### config.mk
export PLATFORM = sky130hd
export DESIGN_NAME = rd_addr_fifo
export DESIGN_NICKNAME = d
export VERILOG_FILES = /design/src/rtl/rd_addr_fifo.sv
export SDC_FILE = /design/constraint.sdc
export NUM_CORES = 1
export LEC_CHECK = 0
export BUFFER_PORTS_ARGS = -buffer_cell sky130_fd_sc_hd__buf_4
export CORE_MARGIN = 2
export CORE_UTILIZATION = 30
export DETAILED_ROUTE_END_ITERATION = 7
export PLACE_DENSITY_LB_ADDON = 0.15
export SLEW_MARGIN = 20
export SYNTH_ARGS = -nofsm -noshare
export SYNTH_HDL_FRONTEND = slang
export SYNTH_SLANG_ARGS = --single-unit
export TNS_END_PERCENT = 50
### constraint.sdc
create_clock -name clk_i -period 5.27 [get_ports clk_i]
set_input_delay 1.054 -clock clk_i [delete_from_list [all_inputs] [get_ports clk_i]]
set_output_delay 1.054 -clock clk_i [all_outputs]
set_load 0.02 [all_outputs]
### src/rtl/rd_addr_fifo.sv
// Synchronous FIFO holding {start address, burstcount} of outstanding reads.
module rd_addr_fifo #(
    parameter int unsigned WIDTH = 20,
    parameter int unsigned DEPTH = 8
) (
    input  logic             clk_i,
    input  logic             rst_i,
    input  logic             flush_i,
    input  logic             push_i,
    input  logic [WIDTH-1:0] din_i,
    input  logic             pop_i,
    output logic [WIDTH-1:0] dout_o,
    output logic             full_o,
    output logic             empty_o
);
    localparam int unsigned PTR_W = $clog2(DEPTH);
    localparam logic [PTR_W:0] PTR_ONE = 1;

    logic [WIDTH-1:0] mem_q [DEPTH];
    logic [PTR_W:0]   wr_q, wr_d, rd_q, rd_d;
    logic             do_push, do_pop;

    // Extra pointer MSB distinguishes full from empty when the indices match.
    assign empty_o = (wr_q == rd_q);
    assign full_o  = (wr_q[PTR_W] != rd_q[PTR_W]) && (wr_q[PTR_W-1:0] == rd_q[PTR_W-1:0]);
    assign do_push = push_i && !full_o;
    assign do_pop  = pop_i && !empty_o;
    assign dout_o  = mem_q[rd_q[PTR_W-1:0]];

    // Pointer next-state: flush wins over push/pop.
    always_comb begin
        wr_d = wr_q;
        rd_d = rd_q;
        if (flush_i) begin
            wr_d = '0;
            rd_d = '0;
        end else begin
            if (do_push) wr_d = wr_q + PTR_ONE;
            if (do_pop)  rd_d = rd_q + PTR_ONE;
        end
    end

    // Pointer registers with synchronous active-low reset.
    always_ff @(posedge clk_i) begin
        if (!rst_i) begin
            wr_q <= '0;
            rd_q <= '0;
        end else begin
            wr_q <= wr_d;
            rd_q <= rd_d;
        end
    end

    // Storage array; contents are don't-care until written.
    always_ff @(posedge clk_i) begin
        if (do_push && !flush_i) mem_q[wr_q[PTR_W-1:0]] <= din_i;
    end
endmodule

==> impl_metrics.prom, run 1 <==
# TYPE chip_impl_metric gauge
chip_impl_metric{name="mappedNetlistArea",unit="um^2"} 6920
chip_impl_metric{name="total_via_count_in_the_routed_design",unit=""} 3190
chip_impl_metric{name="fin_util",unit="%"} 36.2
chip_impl_metric{name="post_route_cells_drive_above_1_share",unit="%"} 29.9
chip_impl_metric{name="grt_pass1_wl",unit="mm"} 20.7
chip_impl_metric{name="yosys.area.top_type_share",unit="%"} 69.4
chip_impl_info{name="status",value="finished clean"} 1
chip_impl_info{name="unrepaired_setup_endpoints_after_global_routing",value="no"} 1
chip_impl_metric{name="drt_iter0_drc",unit=""} 176
chip_impl_metric{name="worst_slew_pin_slew",unit="ns"} 0.887
chip_impl_metric{name="ant_nets",unit=""} 0
chip_impl_metric{name="floorplan.die.width",unit="um"} 156
chip_impl_metric{name="finalWirelength",unit="mm"} 13.5
chip_impl_info{name="synth_top_cell_by_area",value="sky130_fd_sc_hd__edfxtp_1"} 1
chip_impl_metric{name="ctsResizeCount",unit=""} 0
chip_impl_metric{name="place_congestion",unit=""} 0.701
chip_impl_metric{name="netlist-cell-type-count",unit=""} 34
chip_impl_metric{name="worst_r2r_path_depth",unit=""} 4
chip_impl_metric{name="grt.overflow.total",unit=""} 0
chip_impl_metric{name="cp.required",unit="ns"} 4.22
chip_impl_metric{name="post-cts-setup-buffers",unit=""} 0
chip_impl_metric{name="floorplan.io_pins",unit=""} 47
chip_impl_metric{name="cp_data_arrival_time",unit="ns"} 2.77
chip_impl_info{name="post_synth_main_area_contributors",value="sky130_fd_sc_hd__edfxtp_1 69%, sky130_fd_sc_hd__mux4_1 15%, sky130_fd_sc_hd__mux2_2 3.3%, sky130_fd_sc_hd__dfxtp_1 3.2%, sky130_fd_sc_hd__mux2i_1 1.3%"} 1
chip_impl_metric{name="synth_cells",unit=""} 315
chip_impl_metric{name="final_period_minus_worst_setup_slack",unit="ns"} 3.82
chip_impl_metric{name="setup_viol_count_final",unit=""} 0
chip_impl_metric{name="fill_cells",unit=""} 2089
chip_impl_metric{name="cts_max_level",unit=""} 4
chip_impl_info{name="ctsRootBufferMaster",value="sky130_fd_sc_hd__clkbuf_16"} 1
chip_impl_metric{name="grt_start_max_net_pins",unit=""} 41
chip_impl_metric{name="number_of_hold_repair_buffers_added_at_the_cts_stage",unit=""} 0
chip_impl_metric{name="syn_nets",unit=""} 342
chip_impl_metric{name="cts.path.max_buffers",unit=""} 2
chip_impl_metric{name="area_delta_synth_final",unit="%"} 18.4
chip_impl_metric{name="layout.nets",unit=""} 402
chip_impl_metric{name="asyncSetResetFlopFracSynth",unit="%"} 0
chip_impl_metric{name="number_of_buffers_created_by_cts",unit=""} 17
chip_impl_metric{name="clk_skew",unit="ns"} 0.00599
chip_impl_metric{name="drt_pass1_iterations",unit=""} 4
chip_impl_info{name="layout.cells.most_common",value="sky130_fd_sc_hd__edfxtp_1"} 1
chip_impl_metric{name="synthesis.yosys.warnings",unit=""} 0
chip_impl_metric{name="finalCritPeriodShare",unit="%"} 72.5
chip_impl_metric{name="ff_latch_area",unit="um^2"} 5030
chip_impl_info{name="worstHoldPathType",value="reg2reg"} 1
chip_impl_metric{name="wl_per_cell",unit="um"} 20.0
chip_impl_metric{name="worst_skew_pair.late_latency",unit="ns"} 0.42
chip_impl_info{name="synthFlopType",value="sky130_fd_sc_hd__edfxtp_1"} 1
chip_impl_metric{name="static-leakage-power",unit="nW"} 2.67
chip_impl_metric{name="yosys_register_bits",unit=""} 171
chip_impl_metric{name="final-max-slew-violation-count",unit=""} 0
chip_impl_metric{name="achievable-frequency",unit="MHz"} 262
chip_impl_metric{name="synth-edff-count",unit=""} 160
chip_impl_metric{name="combined_area_of_the_multi_input_logic_cells",unit="um^2"} 1820
chip_impl_metric{name="synth-seq-area-share",unit="%"} 72.6
chip_impl_metric{name="grtUsageTotal",unit="%"} 11.9
chip_impl_metric{name="route.detailed.vias_per_inst",unit=""} 4.74
chip_impl_metric{name="grt_pass1_vias",unit=""} 3430
chip_impl_metric{name="starting_density_of_the_core",unit="%"} 30.6
chip_impl_info{name="setup.worst_path.start_class",value="flop"} 1
chip_impl_metric{name="antenna-diode-count",unit=""} 0
chip_impl_metric{name="detailedPlacementHpwl",unit="mm"} 7.59
chip_impl_metric{name="fp.dieArea",unit="um^2"} 24300
chip_impl_metric{name="post-route-drc-count",unit=""} 0
chip_impl_metric{name="powerDensity",unit="nW/um^2"} 340
chip_impl_metric{name="synth_area_per_cell",unit="um^2"} 22.0
chip_impl_info{name="timing.setup.critical_path_class",value="reg2out"} 1
chip_impl_metric{name="numPortBuffers",unit=""} 46
chip_impl_metric{name="cts.reportedPaths.clkPinSlew",unit="ns"} 0.06
chip_impl_metric{name="clock-sinks",unit=""} 171
chip_impl_metric{name="slew-limit-headroom",unit="%"} 40.9
chip_impl_metric{name="antenna_found_initial",unit=""} 0
chip_impl_metric{name="coreArea",unit="um^2"} 22600
chip_impl_metric{name="fp.dieH",unit="um"} 156
chip_impl_info{name="critPathCaptureType",value="output port"} 1
chip_impl_metric{name="max-vdd-ir-drop",unit="uV"} 205
chip_impl_info{name="final_cell_mix",value="160 x sky130_fd_sc_hd__edfxtp_1, 56 x sky130_fd_sc_hd__buf_4, 40 x sky130_fd_sc_hd__mux4_1, 20 x sky130_fd_sc_hd__mux2_2, 17 x sky130_fd_sc_hd__clkbuf_16"} 1
chip_impl_metric{name="rows",unit=""} 55
chip_impl_metric{name="hold_viol_final",unit=""} 0
chip_impl_metric{name="number_of_maximum_capacitance_violations",unit=""} 0
chip_impl_info{name="cts_tree",value="yes"} 1
chip_impl_metric{name="min_delay_path_depth",unit=""} 2
chip_impl_metric{name="totalNegativeSetupSlack",unit="ns"} 0
chip_impl_metric{name="timing.critical_path.fanout_max",unit=""} 27
flip-flops by register name (all words and copies together), names as in the netlist, named ones only:
name,cells
mem_q,160
rd_q,4
wr_q,4
Yosys cell counts (all sizes together), types with 2 or more instances:
| cell type | number |
|---|---|
| buf | 9 |
| or3b | 2 |
| nand4 | 4 |
| nand3 | 2 |
| mux4 | 40 |
| inv | 3 |
| clkbuf | 6 |
| and4b | 2 |
| nand3b | 3 |
| mux2 | 20 |
| mux2i | 9 |
| nand2 | 11 |
| xnor2 | 4 |
| nor2 | 4 |
| edfxtp | 160 |
| nand2b | 3 |
| dfxtp | 11 |
| ha | 2 |
| and3b | 2 |
| nor3 | 5 |
| a41oi | 4 |
power by group:
part / internal [W] / switching, W
Combinational: 0.0000479 / 0.0000566
Clock: 0.000693 / 0.000484
Sequential: 0.00150 / 0.00000617
worst max-delay path, cell delays in order (launching register included):
cell                      delay (ns)
sky130_fd_sc_hd__dfxtp_2        0.91
sky130_fd_sc_hd__buf_4          0.39
sky130_fd_sc_hd__mux4_1         0.59
sky130_fd_sc_hd__mux2_2         0.29
sky130_fd_sc_hd__buf_4          0.16
stage by stage:
stage	hold slack [ns]	std cells	setup slack, ns	cell area (um^2)	power, W
after floorplan	0.504	315	1.91	6920	0.00158
after global placement	0.551	641	1.82	7640	0.00163
after detailed placement	0.550	641	1.81	7640	0.00164
after CTS	0.563	673	1.34	8200	0.00282
after global routing	0.603	673	1.29	8200	0.00289
final	0.559	673	1.45	8200	0.00278
path summary, 6_finish.rpt:
check                             from               endpoint  slack, ns
setup reg to reg  wr_q[0]$_SDFFE_PP0P_  mem_q[1][7]$_DFFE_PP_       2.80
setup / recovery                  flop             dout_o[12]       1.45
hold reg to reg   rd_q[2]$_SDFFE_PP0P_   rd_q[2]$_SDFFE_PP0P_       0.56
hold / removal    rd_q[2]$_SDFFE_PP0P_   rd_q[2]$_SDFFE_PP0P_       0.56
area by class of cell:
class                           instances  area share (%)
Clock inverter                         12            1.51
Inverter                                3           0.137
Multi-Input combinational cell        126            22.2
Sequential cell                       171            61.3
Tap cell                              285            4.35
Timing Repair Buffer                   56            5.13
Clock buffer                           20            5.33
logic make-up after synthesis:
logic type	share of synthesized area (%)
AOI/OAI and AO/OA	1.14
xor gates and xnor gates	0.958
adders and majority gates	0.361
buffers and inverters	1.55
DFF	72.6
muxes	19.7
and+or+nand+nor	3.65
routing by layer:
metal,wire [um],GRT usage [%],vias to the layer above
li1,-,-,1478
met1,5760,14.2,1652
met2,7140,20.9,48
met3,434,3.36,12
met4,151,3.80,0
met5,0,0,-
No activity file was read; power rests on OpenSTA's default activity.
==> run 2: changes to the inputs <==
clock period = 3.8 ns   (was 5.27 ns; I/O delays follow)
==> run 2 against run 1 <==
- register-to-register slack got worse by 1.4 ns
- flip-flop and latch count unchanged
- wire length increased by 0.11%
- final cell count increased by 0.59%
- cell area increased by 0.79%
- via count increased by 0.72%
- sequential share of layout area decreased by 0.48 points
- utilization increased by 0.29 points
- largest power group unchanged
==> impl_metrics.prom, run 2 (synthesized netlist as in run 1, its figures left out) <==
# TYPE chip_impl_metric gauge
chip_impl_metric{name="post-route-drc-count",unit=""} 0
chip_impl_metric{name="totalNegativeSetupSlack",unit="ns"} 0
chip_impl_metric{name="clock-sinks",unit=""} 171
chip_impl_info{name="unrepaired_setup_endpoints_after_global_routing",value="no"} 1
chip_impl_info{name="layout.cells.most_common",value="sky130_fd_sc_hd__edfxtp_1"} 1
chip_impl_metric{name="wl_per_cell",unit="um"} 19.9
chip_impl_metric{name="use_met1",unit="%"} 14.9
chip_impl_metric{name="post-cts-setup-buffers",unit=""} 0
chip_impl_metric{name="grt_start_max_net_pins",unit=""} 41
chip_impl_info{name="setup.worst_path.start_class",value="flop"} 1
chip_impl_metric{name="cts.path.max_buffers",unit=""} 2
chip_impl_metric{name="slew-limit-headroom",unit="%"} 45.1
chip_impl_metric{name="achievable-frequency",unit="MHz"} 321
chip_impl_info{name="critPathCaptureType",value="output port"} 1
chip_impl_metric{name="ant_nets",unit=""} 0
chip_impl_metric{name="floorplan.die.width",unit="um"} 156
chip_impl_metric{name="starting_density_of_the_core",unit="%"} 30.6
chip_impl_metric{name="finalPower",unit="W"} 0.00392
chip_impl_metric{name="post-place-ws",unit="ns"} 1.12
chip_impl_metric{name="clk_skew",unit="ns"} 0.00863
chip_impl_metric{name="cp.required",unit="ns"} 3.04
chip_impl_metric{name="number_of_hold_repair_buffers_added_at_the_cts_stage",unit=""} 0
chip_impl_metric{name="detailedPlacementHpwl",unit="mm"} 7.72
chip_impl_info{name="timing.setup.critical_path_class",value="reg2out"} 1
chip_impl_metric{name="cts_max_level",unit=""} 4
chip_impl_metric{name="worst_slew_pin_slew",unit="ns"} 0.821
chip_impl_metric{name="grtUsageTotal",unit="%"} 12.0
chip_impl_info{name="status",value="finished clean"} 1
chip_impl_metric{name="fp.dieArea",unit="um^2"} 24300
chip_impl_metric{name="final-max-slew-violation-count",unit=""} 0
chip_impl_metric{name="total_via_count_in_the_routed_design",unit=""} 3213
chip_impl_metric{name="number_of_maximum_capacitance_violations",unit=""} 0
chip_impl_metric{name="timing.critical_path.fanout_max",unit=""} 13
chip_impl_metric{name="groute.layer.met3.usage",unit="%"} 3.06
chip_impl_metric{name="worst_hold_slack",unit="ns"} 0.558
chip_impl_info{name="grt_most_used_layer",value="met2"} 1
chip_impl_info{name="worst_path_max_delay_cell",value="sky130_fd_sc_hd__dfxtp_2"} 1
chip_impl_metric{name="static-leakage-power",unit="nW"} 2.72
chip_impl_metric{name="layout_setup_ws",unit="ns"} 0.687
chip_impl_metric{name="place_congestion",unit=""} 0.694
chip_impl_metric{name="fp.dieH",unit="um"} 156
chip_impl_metric{name="post_route_cells_drive_above_1_share",unit="%"} 32.1
chip_impl_info{name="worstHoldPathType",value="reg2reg"} 1
chip_impl_metric{name="global_route.usage.met2",unit="%"} 20.4
chip_impl_metric{name="area_delta_synth_final",unit="%"} 19.4
chip_impl_metric{name="largest_register_ff_count",unit=""} 160
chip_impl_metric{name="grt_pass1_vias",unit=""} 3488
chip_impl_metric{name="layout.nets",unit=""} 406
chip_impl_info{name="cts_tree",value="yes"} 1
chip_impl_info{name="final_cell_mix",value="160 x sky130_fd_sc_hd__edfxtp_1, 59 x sky130_fd_sc_hd__buf_4, 40 x sky130_fd_sc_hd__mux4_1, 20 x sky130_fd_sc_hd__mux2_2, 17 x sky130_fd_sc_hd__clkbuf_16"} 1
chip_impl_metric{name="antenna-diode-count",unit=""} 0
chip_impl_metric{name="hold_viol_final",unit=""} 0
chip_impl_metric{name="setup_viol_count_final",unit=""} 0
chip_impl_metric{name="coreArea",unit="um^2"} 22600
chip_impl_metric{name="drt_iter0_drc",unit=""} 161
chip_impl_metric{name="grt_pass1_wl",unit="mm"} 20.9
chip_impl_metric{name="final_period_minus_worst_setup_slack",unit="ns"} 3.11
chip_impl_metric{name="max-vdd-ir-drop",unit="uV"} 265
chip_impl_metric{name="worst_skew_pair.late_latency",unit="ns"} 0.42
chip_impl_metric{name="numPortBuffers",unit=""} 46
chip_impl_metric{name="antenna_found_initial",unit=""} 0
chip_impl_metric{name="route.detailed.vias_per_inst",unit=""} 4.75
chip_impl_info{name="ctsRootBufferMaster",value="sky130_fd_sc_hd__clkbuf_16"} 1
chip_impl_metric{name="cts.reportedPaths.clkPinSlew",unit="ns"} 0.07
chip_impl_metric{name="finalCritPeriodShare",unit="%"} 81.9
chip_impl_info{name="crit_top_cell",value="sky130_fd_sc_hd__buf_4"} 1
chip_impl_metric{name="powerDensity",unit="nW/um^2"} 475
chip_impl_metric{name="cpPeakStageDelay",unit="ns"} 0.61
chip_impl_metric{name="grt.overflow.total",unit=""} 0
chip_impl_metric{name="floorplan.io_pins",unit=""} 47
chip_impl_metric{name="rows",unit=""} 55
chip_impl_metric{name="finalWirelength",unit="mm"} 13.5
chip_impl_metric{name="cp_data_arrival_time",unit="ns"} 2.35
chip_impl_metric{name="number_of_buffers_created_by_cts",unit=""} 17
chip_impl_metric{name="drt_pass1_iterations",unit=""} 4
chip_impl_info{name="path_cells",value="buf_4 -> mux4_1 -> mux2_2 -> buf_4"} 1
chip_impl_metric{name="ctsResizeCount",unit=""} 0
run 2: cell type report:
cell class | count | area [um^2]
clock inverter | 15 | 161
tap | 285 | 357
fill | 2050 | 14400
multi-input combinational | 126 | 1820
clock buffer | 17 | 425
sequential | 171 | 5030
inverter | 3 | 11.3
timing repair buffer | 60 | 463
run 2: worst paths after layout:
check,end,from,depth (start not counted),slack [ns]
worst max-delay path,dout_o[6],flop,4,0.69
worst min-delay path,flop,rd_q[2]$_SDFFE_PP0P_,2,0.56
worst max register to register,mem_q[4][0]$_DFFE_PP_,wr_q[0]$_SDFFE_PP0P_,4,1.37
worst min register to register,flop,rd_q[2]$_SDFFE_PP0P_,2,0.56
run 2: routing by layer:
layer / up-vias / wire [um]
met4: 0 / 139
met3: 11 / 336
met2: 34 / 7010
li1: 1481 / -
met1: 1687 / 6020
met5: - / 0
run 2: critical path, delay by kind of cell (launching register included):
kind	cells	cell delay, ns
flops	1	0.61
mux	2	0.85
buf+inv	2	0.47
run 2: report_power, final:
group	total [W]	switching [W]	internal [W]
logic	0.000148	0.0000799	0.0000684
clock network	0.00170	0.000717	0.000979
registers	0.00208	0.00000667	0.00207
total	0.00392	0.000804	0.00312
run 2: stage by stage:
step,instance area [um^2],std cells,util [%]
detailed placement,7670,645,33.9
finish,8260,677,36.5
CTS,8260,677,36.5
global route,8260,677,36.5
global placement,7670,645,33.9
floorplan,6920,315,-
